## src/rtl/res_ram_sched_pkg.sv

```systemverilog
// Shared definitions for the result-RAM write-back scheduler: controller states,
// burst geometry and a small state-classification helper.
package res_ram_sched_pkg;

    localparam int unsigned WORDS_PER_BURST = 4;
    localparam int unsigned BURSTS_DEFAULT  = 16;
    localparam int unsigned BEAT_W          = $clog2(WORDS_PER_BURST);
    localparam int unsigned BURST_CNT_W     = 5;

    typedef enum logic [1:0] {
        IDLE  = 2'd0,
        RUN   = 2'd1,
        BURST = 2'd2,
        DONE  = 2'd3
    } state_e;

    function automatic logic is_active(input state_e s);
        return (s == RUN) || (s == BURST);
    endfunction

endpackage

```

## src/rtl/res_ram_sched_if.sv

```systemverilog
// Signal bundle between the scheduler, the MU write-back block, the host read port
// and the single-port result RAM. The scheduler is the master side.
interface res_ram_sched_if;

    logic        start;
    logic        mu_valid;
    logic        web;
    logic        wb_we_n;
    logic [7:0]  wb_addr;
    logic [31:0] wb_data;
    logic        host_req;
    logic [7:0]  host_addr;
    logic        host_gnt;
    logic        host_rvalid;
    logic [31:0] host_rdata;
    logic        ram_cs_n;
    logic        ram_we_n;
    logic [7:0]  ram_addr;
    logic [31:0] ram_wdata;
    logic [31:0] ram_rdata;
    logic        busy;
    logic        done;
    logic        err;

    modport master (
        input  start, mu_valid, wb_we_n, wb_addr, wb_data, host_req, host_addr, ram_rdata,
        output web, host_gnt, host_rvalid, host_rdata, ram_cs_n, ram_we_n, ram_addr,
               ram_wdata, busy, done, err
    );

    modport slave (
        output start, mu_valid, wb_we_n, wb_addr, wb_data, host_req, host_addr, ram_rdata,
        input  web, host_gnt, host_rvalid, host_rdata, ram_cs_n, ram_we_n, ram_addr,
               ram_wdata, busy, done, err
    );

endinterface

```

## src/rtl/res_ram_sched.sv

```systemverilog
// Schedules MU result write-back bursts into the result RAM and arbitrates the
// remaining RAM cycles to host reads; write-back always wins the port.
module res_ram_sched
    import res_ram_sched_pkg::*;
#(
    parameter int unsigned BURSTS = BURSTS_DEFAULT
) (
    input  logic            clk,
    input  logic            rst,
    res_ram_sched_if.master bus
);

    localparam logic [BEAT_W-1:0]    LAST_BEAT  = BEAT_W'(WORDS_PER_BURST - 1);
    localparam logic [BURST_CNT_W:0] BURSTS_EXT = (BURST_CNT_W + 1)'(BURSTS);
    localparam logic [BURST_CNT_W:0] CNT_ONE    = (BURST_CNT_W + 1)'(1);
    localparam logic [BEAT_W-1:0]    BEAT_ONE   = BEAT_W'(1);

    state_e                 state_q, state_d;
    logic                   pending_q, pending_d;
    logic [BURST_CNT_W-1:0] burst_cnt_q, burst_cnt_d;
    logic [BEAT_W-1:0]      beat_q, beat_d;
    logic                   web_q, web_d;
    logic                   err_q, err_d;
    logic                   rvalid_q;
    logic                   issue;
    logic                   host_gnt;
    logic [BURST_CNT_W:0]   burst_inc;

    always_ff @(posedge clk) begin
        if (rst) begin
            state_q     <= IDLE;
            pending_q   <= 1'b0;
            burst_cnt_q <= '0;
            beat_q      <= '0;
            web_q       <= 1'b0;
            err_q       <= 1'b0;
            rvalid_q    <= 1'b0;
        end else begin
            state_q     <= state_d;
            pending_q   <= pending_d;
            burst_cnt_q <= burst_cnt_d;
            beat_q      <= beat_d;
            web_q       <= web_d;
            err_q       <= err_d;
            rvalid_q    <= host_gnt;
        end
    end

    always_comb begin
        state_d     = state_q;
        pending_d   = pending_q;
        burst_cnt_d = burst_cnt_q;
        beat_d      = beat_q;
        web_d       = 1'b0;
        err_d       = err_q;
        issue       = 1'b0;
        burst_inc   = {1'b0, burst_cnt_q} + CNT_ONE;

        case (state_q)
            IDLE, DONE: begin
                if (bus.start) begin
                    state_d     = RUN;
                    pending_d   = 1'b0;
                    burst_cnt_d = '0;
                    err_d       = 1'b0;
                end else if (bus.mu_valid) begin
                    err_d = 1'b1;
                end
            end
            RUN: begin
                issue = pending_q | bus.mu_valid;
            end
            BURST: begin
                if (beat_q == LAST_BEAT) begin
                    if (burst_inc >= BURSTS_EXT) begin
                        burst_cnt_d = BURSTS_EXT[BURST_CNT_W-1:0];
                        state_d     = DONE;
                    end else begin
                        burst_cnt_d = burst_inc[BURST_CNT_W-1:0];
                        // A waiting result chains straight into the next burst with no gap cycle.
                        if (pending_q || bus.mu_valid) begin
                            issue = 1'b1;
                        end else begin
                            state_d = RUN;
                        end
                    end
                end else begin
                    beat_d = beat_q + BEAT_ONE;
                end
            end
            default: state_d = IDLE;
        endcase

        if (issue) begin
            web_d   = 1'b1;
            state_d = BURST;
            beat_d  = '0;
        end

        // An issue consumes the oldest waiting result; a second unconsumed one is an overrun.
        if (is_active(state_q)) begin
            if (issue) begin
                pending_d = pending_q & bus.mu_valid;
            end else begin
                pending_d = pending_q | bus.mu_valid;
                if (pending_q && bus.mu_valid) begin
                    err_d = 1'b1;
                end
            end
        end
    end

    assign host_gnt        = bus.host_req & ~web_q & (state_q != BURST);

    assign bus.web         = web_q;
    assign bus.busy        = is_active(state_q) | web_q;
    assign bus.done        = (state_q == DONE);
    assign bus.err         = err_q;
    assign bus.host_gnt    = host_gnt;
    assign bus.host_rvalid = rvalid_q;
    assign bus.host_rdata  = rvalid_q ? bus.ram_rdata : '0;

    assign bus.ram_we_n    = bus.wb_we_n;
    assign bus.ram_addr    = bus.wb_we_n ? bus.host_addr : bus.wb_addr;
    assign bus.ram_wdata   = bus.wb_we_n ? '0 : bus.wb_data;
    assign bus.ram_cs_n    = ~(~bus.wb_we_n | host_gnt);

endmodule
```

## src/flat_wrapper.sv

```systemverilog
// flat-port wrapper written by rule: the top's interface ports become plain ports
module res_ram_sched_flat import res_ram_sched_pkg::*;
#(
    parameter int unsigned BURSTS = BURSTS_DEFAULT
)
  (clk, rst, bus_start, bus_mu_valid, bus_wb_we_n, bus_wb_addr, bus_wb_data, bus_host_req, bus_host_addr, bus_ram_rdata, bus_web, bus_host_gnt, bus_host_rvalid, bus_host_rdata, bus_ram_cs_n, bus_ram_we_n, bus_ram_addr, bus_ram_wdata, bus_busy, bus_done, bus_err);
  res_ram_sched_if bus_i ();
  input  logic clk;
  input  logic rst;
  input wire logic [$bits(bus_i.start)-1:0] bus_start;
  input wire logic [$bits(bus_i.mu_valid)-1:0] bus_mu_valid;
  input wire logic [$bits(bus_i.wb_we_n)-1:0] bus_wb_we_n;
  input wire logic [$bits(bus_i.wb_addr)-1:0] bus_wb_addr;
  input wire logic [$bits(bus_i.wb_data)-1:0] bus_wb_data;
  input wire logic [$bits(bus_i.host_req)-1:0] bus_host_req;
  input wire logic [$bits(bus_i.host_addr)-1:0] bus_host_addr;
  input wire logic [$bits(bus_i.ram_rdata)-1:0] bus_ram_rdata;
  output wire logic [$bits(bus_i.web)-1:0] bus_web;
  output wire logic [$bits(bus_i.host_gnt)-1:0] bus_host_gnt;
  output wire logic [$bits(bus_i.host_rvalid)-1:0] bus_host_rvalid;
  output wire logic [$bits(bus_i.host_rdata)-1:0] bus_host_rdata;
  output wire logic [$bits(bus_i.ram_cs_n)-1:0] bus_ram_cs_n;
  output wire logic [$bits(bus_i.ram_we_n)-1:0] bus_ram_we_n;
  output wire logic [$bits(bus_i.ram_addr)-1:0] bus_ram_addr;
  output wire logic [$bits(bus_i.ram_wdata)-1:0] bus_ram_wdata;
  output wire logic [$bits(bus_i.busy)-1:0] bus_busy;
  output wire logic [$bits(bus_i.done)-1:0] bus_done;
  output wire logic [$bits(bus_i.err)-1:0] bus_err;
  assign bus_i.start = bus_start;
  assign bus_i.mu_valid = bus_mu_valid;
  assign bus_i.wb_we_n = bus_wb_we_n;
  assign bus_i.wb_addr = bus_wb_addr;
  assign bus_i.wb_data = bus_wb_data;
  assign bus_i.host_req = bus_host_req;
  assign bus_i.host_addr = bus_host_addr;
  assign bus_i.ram_rdata = bus_ram_rdata;
  assign bus_web = bus_i.web;
  assign bus_host_gnt = bus_i.host_gnt;
  assign bus_host_rvalid = bus_i.host_rvalid;
  assign bus_host_rdata = bus_i.host_rdata;
  assign bus_ram_cs_n = bus_i.ram_cs_n;
  assign bus_ram_we_n = bus_i.ram_we_n;
  assign bus_ram_addr = bus_i.ram_addr;
  assign bus_ram_wdata = bus_i.ram_wdata;
  assign bus_busy = bus_i.busy;
  assign bus_done = bus_i.done;
  assign bus_err = bus_i.err;
  res_ram_sched #(.BURSTS(BURSTS)) u_core (.clk(clk), .rst(rst), .bus(bus_i));
endmodule
```

## config.mk

```make
export PLATFORM = sky130hd
export DESIGN_NAME = res_ram_sched_flat
export DESIGN_NICKNAME = d
export VERILOG_FILES = /design/src/rtl/res_ram_sched_pkg.sv /design/src/rtl/res_ram_sched_if.sv /design/src/rtl/res_ram_sched.sv /design/src/flat_wrapper.sv
export SDC_FILE = /design/constraint.sdc
export NUM_CORES = 1
export LEC_CHECK = 0
export BUFFER_PORTS_ARGS = -buffer_cell sky130_fd_sc_hd__buf_2
export CORE_MARGIN = 4
export CORE_UTILIZATION = 35
export DETAILED_ROUTE_END_ITERATION = 10
export PLACE_DENSITY = 0.95
export REMOVE_ABC_BUFFERS = 1
export SLEW_MARGIN = 30
export SYNTH_ARGS = -nofsm -noshare
export SYNTH_HDL_FRONTEND = slang
export SYNTH_SLANG_ARGS = --single-unit
```

## constraint.sdc

```tcl
create_clock -name clk -period 3.53 [get_ports clk]
set_input_delay 0.5295 -clock clk [delete_from_list [all_inputs] [get_ports clk]]
set_output_delay 0.5295 -clock clk [all_outputs]
set_load 0.05 [all_outputs]
```

==> results_dict.tcl <==
set metrics [dict create \
    drv_cap 0 \
    rows 21 \
    tightest_slew_ps 706 \
    min_from "u_core.beat_q[1]" \
    start_kind "flop" \
    placed_cell_area_mm2 0.00213 \
    ioPinCount 166 \
    layout.cells.non_filler 374 \
    gp_congestion 0.843 \
    io_buffers 165 \
    dp_cells 370 \
    r2r_slack_ps 1510 \
    synth_area_leaders "dfxtp_1 (20%), nor2b_1 (17%), and2_1 (16%), mux2_2 (7.0%), ha_1 (5.8%)" \
    cp-startpoint "u_core.state_q[0]" \
    synth_flop_cell "dfxtp_1" \
    drtAntennaViolNets 0 \
    post-cts-setup-buffer-count 0 \
    synth_common_cells "nor2b_1 (35), and2_1 (33), dfxtp_1 (13)" \
    diodes 0 \
    h-tree-depth 1 \
    wl_per_cell_um 13.9 \
    fin_hold_ws_ps 459 \
    ys_async_sr_fraction_pct 0 \
    syn_avg_cell_area_um2 7.62 \
    cp_data_required_time_ps 3000 \
    endpoint_kind "output port" \
    track_usage_pct 21.3 \
    vias 1730 \
    drc 0 \
    criticalPathCategory "flop to output port" \
    initialDrtViolationCount 72 \
    skew_ps 6.61 \
    initial_core_util_pct 37.6 \
    cts_tree "yes" \
    antenna_found_initial 0 \
    leakagePower_nw 1.26 \
    place_ws_ps 1320 \
    synthesis.area_mm2 0.00129 \
    first_pass_iters 4 \
    powerDensity_mw_per_mm2 330 \
    hp-class "flop to flop" \
    cts_inserted_buffers 3 \
    layout-drive-gt1-share_pct 55.8 \
    grt_pass1_wl_um 7550 \
    synth_top_area_share_pct 20.1 \
    die_w_um 68.8 \
    ys_seq_elements 13 \
    max_freq_mhz 422 \
    grt_remaining_overflow 0 \
    syn_to_final_growth_pct 68.1 \
    grt_pass1_vias 1615 \
    clk_latency_ps 250 \
    ctsResizeCount 0 \
    slew_viol_final 0 \
    reg2reg_from "u_core.state_q[0]" \
    vdd_drop_max_mv 0.177 \
    setup_violations 0 \
    layout.nets 421 \
    fillCellCount 296 \
    grt_max_degree 43 \
    design_area_mm2 0.00218 \
    clockRootBuffer "clkbuf_8" \
    ys_seq_area_share_pct 20.1 \
    ys_types 35 \
    yosysMostFrequentCell "nor2b_1" \
    grt_setup_unrepaired "false" \
    cts_hold_buf 0 \
    dieHeight_um 68.8 \
    clock-sinks 13 \
    hold_viol_final 0 \
    wirelength_um 5200 \
    die-area_mm2 0.00474 \
    layout_min_cycle_time_ps 2370 \
    core-area_mm2 0.00344 \
    yosysTopAreaCell "dfxtp_1" \
    cts.path.max_buffers 2 \
    synth_edf_count 0 \
    crit_path_max_fanout 9 \
    yosys_warnings 0 \
    relSlewSlack_pct 52.9 \
    path_clk_slew_ps 60 \
    status "finished clean" \
    via_per_inst 4.63 \
    tns_ps 0 \
    netlist_instances 170 \
    dpl.hpwl_um 4450 \
    setup_slack_ps 1160 \
    fin_crit_sh_pct 67.1 \
    cp.arrival_ps 1840 \
]
==> logic make-up after synthesis <==
group | synth area share, %
buffers and inverters | 5.12
flip-flops | 20.1
multiplexers | 8.50
adder cells (fa/ha/maj) | 5.80
XOR/XNOR | 0.676
AO/OA/AOI/OAI | 10.7
AND/OR/NAND/NOR | 49.1
==> worst max-delay path, cell delays in order, from the launching register on <==
cell,delay (ps)
dfxtp_1,420
inv_1,70
ha_1,340
nor3b_1,410
buf_2,340
==> layout by cell type, fill, tap and decap left out <==
cell type	n
a211oi_1	1
a21oi_1	5
a21oi_2	1
a22oi_1	1
a31oi_1	2
and2_1	33
and3_4	1
buf_2	165
clkbuf_8	3
clkinv_2	1
dfxtp_1	13
ha_1	6
inv_1	5
mux2_2	8
mux2i_1	2
nand2_1	11
nand2b_1	4
nand3_1	5
nand3b_1	2
nand4_4	1
nor2_1	6
nor2b_1	35
nor3_1	3
nor3b_1	1
nor4_1	1
nor4b_1	1
o211a_1	1
o211ai_1	2
o21a_4	1
o21ai_0	3
o21ba_1	1
o31ai_2	1
or3_4	1
xnor2_1	1
==> area by class of cell <==
type / instances / area, um^2 / share of cell area, %
Sequential cell: 13 / 260 / 12.0
Clock inverter: 1 / 5.00 / 0.230
Inverter: 5 / 18.8 / 0.862
Tap cell: 46 / 57.6 / 2.64
Multi-Input combinational cell: 141 / 968 / 44.5
Timing Repair Buffer: 165 / 826 / 37.9
Clock buffer: 3 / 41.3 / 1.90
==> state kept, by name, summed over array words and instances (netlist names) <==
name                    cells
u_core.beat_q               2
u_core.burst_cnt_q          5
u_core.bus.err              1
u_core.bus.host_rvalid      1
u_core.bus.web              1
u_core.pending_q            1
u_core.state_q              2
==> path summary, 6_finish.rpt <==
| kind | end | cells after the start |
|---|---|---|
| max | bus_host_gnt | 4 |
| min | u_core.beat_q[1] | 2 |
| min reg2reg | u_core.beat_q[1] | 2 |
| max reg2reg | u_core.burst_cnt_q[2] | 7 |
==> through the flow <==
step,util (%),total power [W]
2_1_floorplan,-,0.000461
3_3_place_gp,61.9,0.000576
3_5_place_dp,61.9,0.000584
4_1_cts,63.2,0.000720
5_1_grt,63.2,0.000754
6_report,63.2,0.000718
==> report_power, final <==
part | leakage (nW) | switching (W) | internal [W] | total, W
Combinational | 1.13 | 0.000288 | 0.000124 | 0.000411
Clock | 0.0255 | 0.0000586 | 0.0000782 | 0.000137
Sequential | 0.106 | 0.0000137 | 0.000156 | 0.000170
Total | 1.26 | 0.000360 | 0.000358 | 0.000718
==> per-layer routing <==
metal  global-route usage (%)  share of wire (%)  vias to the layer above  wire length [um]
met5                        0                  0                        -                 0
met4                     5.35                1.3                        0                68
met3                     5.02                9.9                        7               516
met2                     42.3                 53                       92              2750
met1                     22.1                 36                      757              1860
li1                         -                  -                      874                 -
(Power assumes the default switching activity.)
